--- config.mk ---
export PLATFORM = sky130hd
export DESIGN_NAME = ctrl_decode_pipe
export DESIGN_NICKNAME = d
export VERILOG_FILES = /design/src/rtl/ctrl_decode_pipe.sv
export SDC_FILE = /design/constraint.sdc
export NUM_CORES = 1
export LEC_CHECK = 0
export BUFFER_PORTS_ARGS = -buffer_cell sky130_fd_sc_hd__buf_2
export CORE_MARGIN = 2
export CORE_UTILIZATION = 46
export DETAILED_ROUTE_END_ITERATION = 16
export PLACE_DENSITY = 0.74
export SYNTH_ARGS = -nofsm -noshare
export SYNTH_HDL_FRONTEND = slang
export SYNTH_SLANG_ARGS = --single-unit
--- constraint.sdc ---
create_clock -name clk -period 1.66 [get_ports clk]
set_clock_uncertainty 0.15 [all_clocks]
set_input_delay 0.249 -clock clk [delete_from_list [all_inputs] [get_ports clk]]
set_output_delay 0.249 -clock clk [all_outputs]
set_load 0.1 [all_outputs]
--- src/rtl/ctrl_decode_pipe.sv ---
// ctrl_decode_pipe: ID/EX control decode register with halt-drain FSM and error squash
module ctrl_decode_pipe #(
  parameter int INSTR_W    = 16,
  parameter int DRAIN      = 3,
  parameter bit ERR_STICKY = 1'b1
) (
  input  logic               clk,
  input  logic               rst,
  input  logic               id_valid,
  input  logic [INSTR_W-1:0] instr,
  input  logic               stall,
  input  logic               flush,
  input  logic               err_in,
  output logic               id_ready,
  output logic               ex_valid,
  output logic               ex_reg_write,
  output logic               ex_mem_read,
  output logic               ex_mem_write,
  output logic               ex_branch,
  output logic               ex_jump,
  output logic               ex_jr,
  output logic               ex_imm_use,
  output logic [1:0]         ex_branch_choose,
  output logic [3:0]         ex_aluop,
  output logic               halted,
  output logic               err_out
);
  typedef enum logic [1:0] {S_RUN, S_DRAIN, S_HALTED} state_t;
  typedef struct packed {
    logic       valid;
    logic       reg_write;
    logic       mem_read;
    logic       mem_write;
    logic       branch;
    logic       jump;
    logic       jr;
    logic       imm_use;
    logic [1:0] choose;
    logic [3:0] aluop;
  } ex_t;
  localparam logic [4:0] OP_HALT = 5'b00000;
  localparam logic [4:0] OP_ST   = 5'b10000;
  localparam logic [4:0] OP_LD   = 5'b10001;
  localparam logic [4:0] OP_STU  = 5'b10011;
  state_t     state, state_nx;
  logic [2:0] cnt, cnt_nx;
  ex_t        ex, ex_nx, dec;
  logic       err, err_nx;
  logic [4:0] op;
  logic [1:0] func;
  logic       is_reg, capture, halt_cap;
  logic       unused_instr;
  assign op           = instr[INSTR_W-1 -: 5];
  assign func         = instr[1:0];
  assign unused_instr = ^instr[INSTR_W-6:2];
  assign is_reg       = op[4] & op[3];
  always_comb begin
    dec           = '0;
    dec.valid     = 1'b1;
    dec.jump      = op[4:2] == 3'b001;
    dec.jr        = dec.jump & op[0];
    dec.branch    = op[4:2] == 3'b011;
    dec.choose    = dec.branch ? op[1:0] : 2'b00;
    dec.mem_read  = op == OP_LD;
    dec.mem_write = (op == OP_ST) | (op == OP_STU);
    dec.reg_write = is_reg | (op[4:2] == 3'b010) | (op == OP_LD) | (op == OP_STU);
    dec.imm_use   = ~op[4] | ~op[3];
    dec.aluop     = is_reg ? {op[4] & op[3] & ~op[2] & ~op[1] & op[0], op[2],
                              op[1] ^ func[1], op[0] ^ func[0]} : 4'b0000;
  end
  assign id_ready = (state == S_RUN) & ~err;
  assign capture  = id_ready & id_valid & ~stall;
  // a HALT that is squashed or arrives with an error never starts a drain
  assign halt_cap = capture & ~flush & ~err_in & (op == OP_HALT);
  // errors and flushes beat stall so nothing stale survives into EX
  assign ex_nx  = (err_in | err | flush) ? '0 : stall ? ex : capture ? dec : '0;
  assign err_nx = ERR_STICKY ? (err | err_in) : err_in;
  always_comb begin
    state_nx = state;
    cnt_nx   = cnt;
    case (state)
      S_RUN: begin
        state_nx = halt_cap ? S_DRAIN : S_RUN;
        cnt_nx   = halt_cap ? 3'(DRAIN) : cnt;
      end
      S_DRAIN: begin
        state_nx = flush ? S_RUN : (~stall && cnt == 3'd1) ? S_HALTED : S_DRAIN;
        cnt_nx   = flush ? 3'd0 : stall ? cnt : cnt - 3'd1;
      end
      S_HALTED: state_nx = S_HALTED;
      default: begin
        state_nx = S_RUN;
        cnt_nx   = 3'd0;
      end
    endcase
  end
  always_ff @(posedge clk) begin
    if (!rst) begin
      state <= S_RUN;
      cnt   <= 3'd0;
      ex    <= '0;
      err   <= 1'b0;
    end else begin
      state <= state_nx;
      cnt   <= cnt_nx;
      ex    <= ex_nx;
      err   <= err_nx;
    end
  end
  assign ex_valid         = ex.valid;
  assign ex_reg_write     = ex.reg_write;
  assign ex_mem_read      = ex.mem_read;
  assign ex_mem_write     = ex.mem_write;
  assign ex_branch        = ex.branch;
  assign ex_jump          = ex.jump;
  assign ex_jr            = ex.jr;
  assign ex_imm_use       = ex.imm_use;
  assign ex_branch_choose = ex.choose;
  assign ex_aluop         = ex.aluop;
  assign halted           = state == S_HALTED;
  assign err_out          = err;
endmodule

==> flow_summary.toml <==
[run]
drv_cap = 0

[pwr]
power_switching_uw = 258.3
clock_power_share_pct = 31.4
power_density_nw_per_um2 = 727.9
p_comb_share_pct = 16.5
total_power_uw = 925.3
seq_power_share_pct = 52.1
peakVddDrop_mv = 0.4512
leakage_uw = 0.0005255
sw_frac_of_total_pct = 27.92
internal_power_uw = 666.9

[cts]
cts.path.max_buffers = 2
cts_max_level = 1
cts_tree = "yes"
clock_latency_ns = 0.31
cts.sinks = 20
cts-root-buf = "clkbuf_4"
numCtsBuffers = 3
cts.clk_slew.worst_paths_ns = 0.12
hold_buffers = 0

[grt]
grt_use_total_pct = 21.03
grt_pass1_vias = 904
grt_overflow = 0
grt_max_degree = 13
grt_first_pass_wirelength_um = 3946
grt_antenna_before_repair = 0

[route]
routed_wirelength_um = 2316
drt-initial-drc-count = 26
drc = 0
wl_per_cell_um = 13.31
drtPass1Iterations = 4
via_count = 953
viasPerCell = 5.477
ant_nets = 0

[placement]
routabilityCongestion = 0.7755
hpwl_um = 1738
postPlaceCellArea_um2 = 1200
port_buffers = 29

[floorplanning]
dieHeight_um = 49.38
io_pins = 39
start_util_pct = 48.78
num_rows = 16
die-area_um2 = 2438
chipWidth_um = 49.38
core_um2 = 1942

[synth]
ys_types = 30
synthCells = 109
ys_ff_latch = 20
yosys_warnings = 0
syn_nets = 133
avgSynthCellArea_um2 = 8.690
ys_seq_area_share_pct = 42.27
syn_area_um2 = 947.2

[layout]
final_area_um2 = 1271
layout.nets = 172
multi_input_area_um2 = 519.2
area_growth_pct = 34.21
fillers = 182
drive_gt1_share_pct = 37.41
register_area_um2 = 409.1
diodes = 0

[worst_setup_path]
cp_data_required_time_ns = 1.26
cp.arrival_ns = 1.35
r2r_cells = 5
endpoint_kind = "primary output"
path_class = "reg2out"
critPathMaxFanout = 2
cp-start-kind = "flip-flop"

[sta]
finalHoldViolCount = 0
tightest_slew_ns = 0.4884
rsz0062_at_grt = "yes"
clock.fmax_mhz = 572.6
drv_slew = 0
fin_crit_ns = 1.746
finalCritPeriodShare_pct = 105.2
worst_slack_ns = -0.08642
relSlewSlack_pct = 67.66
finalSetupViolCount = 2

[run_status]
outcome = "finished with violations"
violations = "setup timing"

[min_path]
holdPathStages = 3
hp-class = "in2reg"
-- Yosys cell counts --
library cell / count / share of area [%]
or4_1: 1 / 0.79
a21oi_1: 6 / 3.2
mux2i_1: 2 / 2.1
inv_1: 5 / 2.0
or3_4: 1 / 1.2
nor3_4: 2 / 3.4
nor2_4: 1 / 1.2
xor2_1: 3 / 2.8
buf_2: 1 / 0.53
and2b_2: 1 / 0.92
nand3_1: 2 / 1.1
nand2b_1: 1 / 0.66
nand4_2: 1 / 1.3
clkbuf_1: 4 / 1.6
ha_1: 2 / 2.6
nand2_1: 11 / 4.4
or2b_1: 1 / 0.79
dfxtp_1: 20 / 42
a21bo_2: 1 / 1.1
nand4_1: 4 / 2.6
o311ai_0: 1 / 0.92
nor3b_1: 1 / 0.79
nor4_1: 2 / 1.3
nor2_1: 17 / 6.7
nand3b_1: 4 / 3.2
a22oi_1: 6 / 4.8
nor2b_1: 1 / 0.66
o21ai_0: 3 / 1.6
a32oi_1: 3 / 2.8
o21a_1: 1 / 0.79
-- cells in the final DEF, fill, tap and decap left out, types with 2 or more instances in the layout --
cell type,count
nand2_1,10
dfxtp_1,17
nand3b_1,4
buf_2,27
nor3_4,2
o21ai_0,3
a22oi_1,6
nor4_1,2
inv_1,4
nand3_1,2
nand4_1,4
buf_4,10
a32oi_1,3
clkbuf_4,3
dfxtp_4,2
ha_1,2
buf_12,2
a21oi_1,6
xor2_1,3
nor2_1,17
mux2i_1,2
-- final timing paths --
check / start / to / slack [ns]
setup reg to reg: state[0]$_SDFF_PN0_ / ex_mem_read$_SDFFE_PP0N_ / 0
hold / removal: err_in / err_out$_SDFF_PN0_ / 0.04
hold reg to reg: ex_branch_choose[0]$_SDFFE_PP0N_ / ex_branch_choose[0]$_SDFFE_PP0N_ / 0.32
setup / recovery: state[0]$_SDFF_PN0_ / id_ready / -0.09
-- kinds of logic (layout without fill, tap and decap cells) --
family / Yosys count / in the layout / synth area share (%)
xor gates and xnor gates: 3 / 3 / 2.775
DFF: 20 / 20 / 42.27
adders and majority gates: 2 / 2 / 2.642
and+or+nand+nor: 51 / 51 / 31.04
AOI/OAI and AO/OA: 21 / 21 / 15.06
muxes: 2 / 2 / 2.114
buffers and inverters: 10 / 48 / 4.094
-- routing by layer --
metal  global-route usage, %  wire, µm
met5                       0         0
met4                   9.722        23
met3                   4.601       144
met2                   33.33      1072
met1                   27.20      1076
-- cell type report --
| cell class | count | area share (%) |
|---|---|---|
| inverters | 5 | 1.772 |
| multi-input cells | 79 | 40.85 |
| clock buffers | 4 | 2.854 |
| well taps | 27 | 2.657 |
| repair buffers | 39 | 19.69 |
| flip-flops and latches | 20 | 32.18 |
-- critical path: stages, from the launching register on --
cell and delay [ns]:
dfxtp_4 0.36, or3_4 0.40, clkinvlp_4 0.11, buf_12 0.17
-- metrics by stage --
stage	util [%]	cells	hold slack [ns]	setup slack, ns	TNS, ns
2_1_floorplan	-	109	0.2233	-0.2353	-0.7769
3_3_place_gp	61.79	166	0.2984	0.1040	0
3_5_place_dp	61.79	166	0.3082	0.06327	0
4_1_cts	65.40	174	0.03149	-0.08255	-0.08255
5_1_grt	65.46	174	0.03970	-0.1213	-0.2378
6_report	65.46	174	0.03706	-0.08642	-0.09139
-- power groups by stage --
stage	sequential, µW	combinational (µW)	clock (µW)
after floorplan	515	70.7	0
after global placement	495	140	0
after detailed placement	495	144	0
after CTS	482	152	295
after global routing	483	162	321
final	482	153	290
-- registers in the layout (all words and copies together), names as in the netlist, 2 cells and up --
register          flops
ex_aluop              4
ex_branch_choose      2
state                 2
cnt                   3
-- timing repair --
action / in CTS / in global routing
hold endpoints to repair: 0 / 0
pin swaps: 1 / 8
resized for setup: 2 / 1
gates cloned: 0 / 0
buffers inserted: 4 / 0
setup endpoints to repair: 1 / 7
Power figures use the tool's default switching activity.
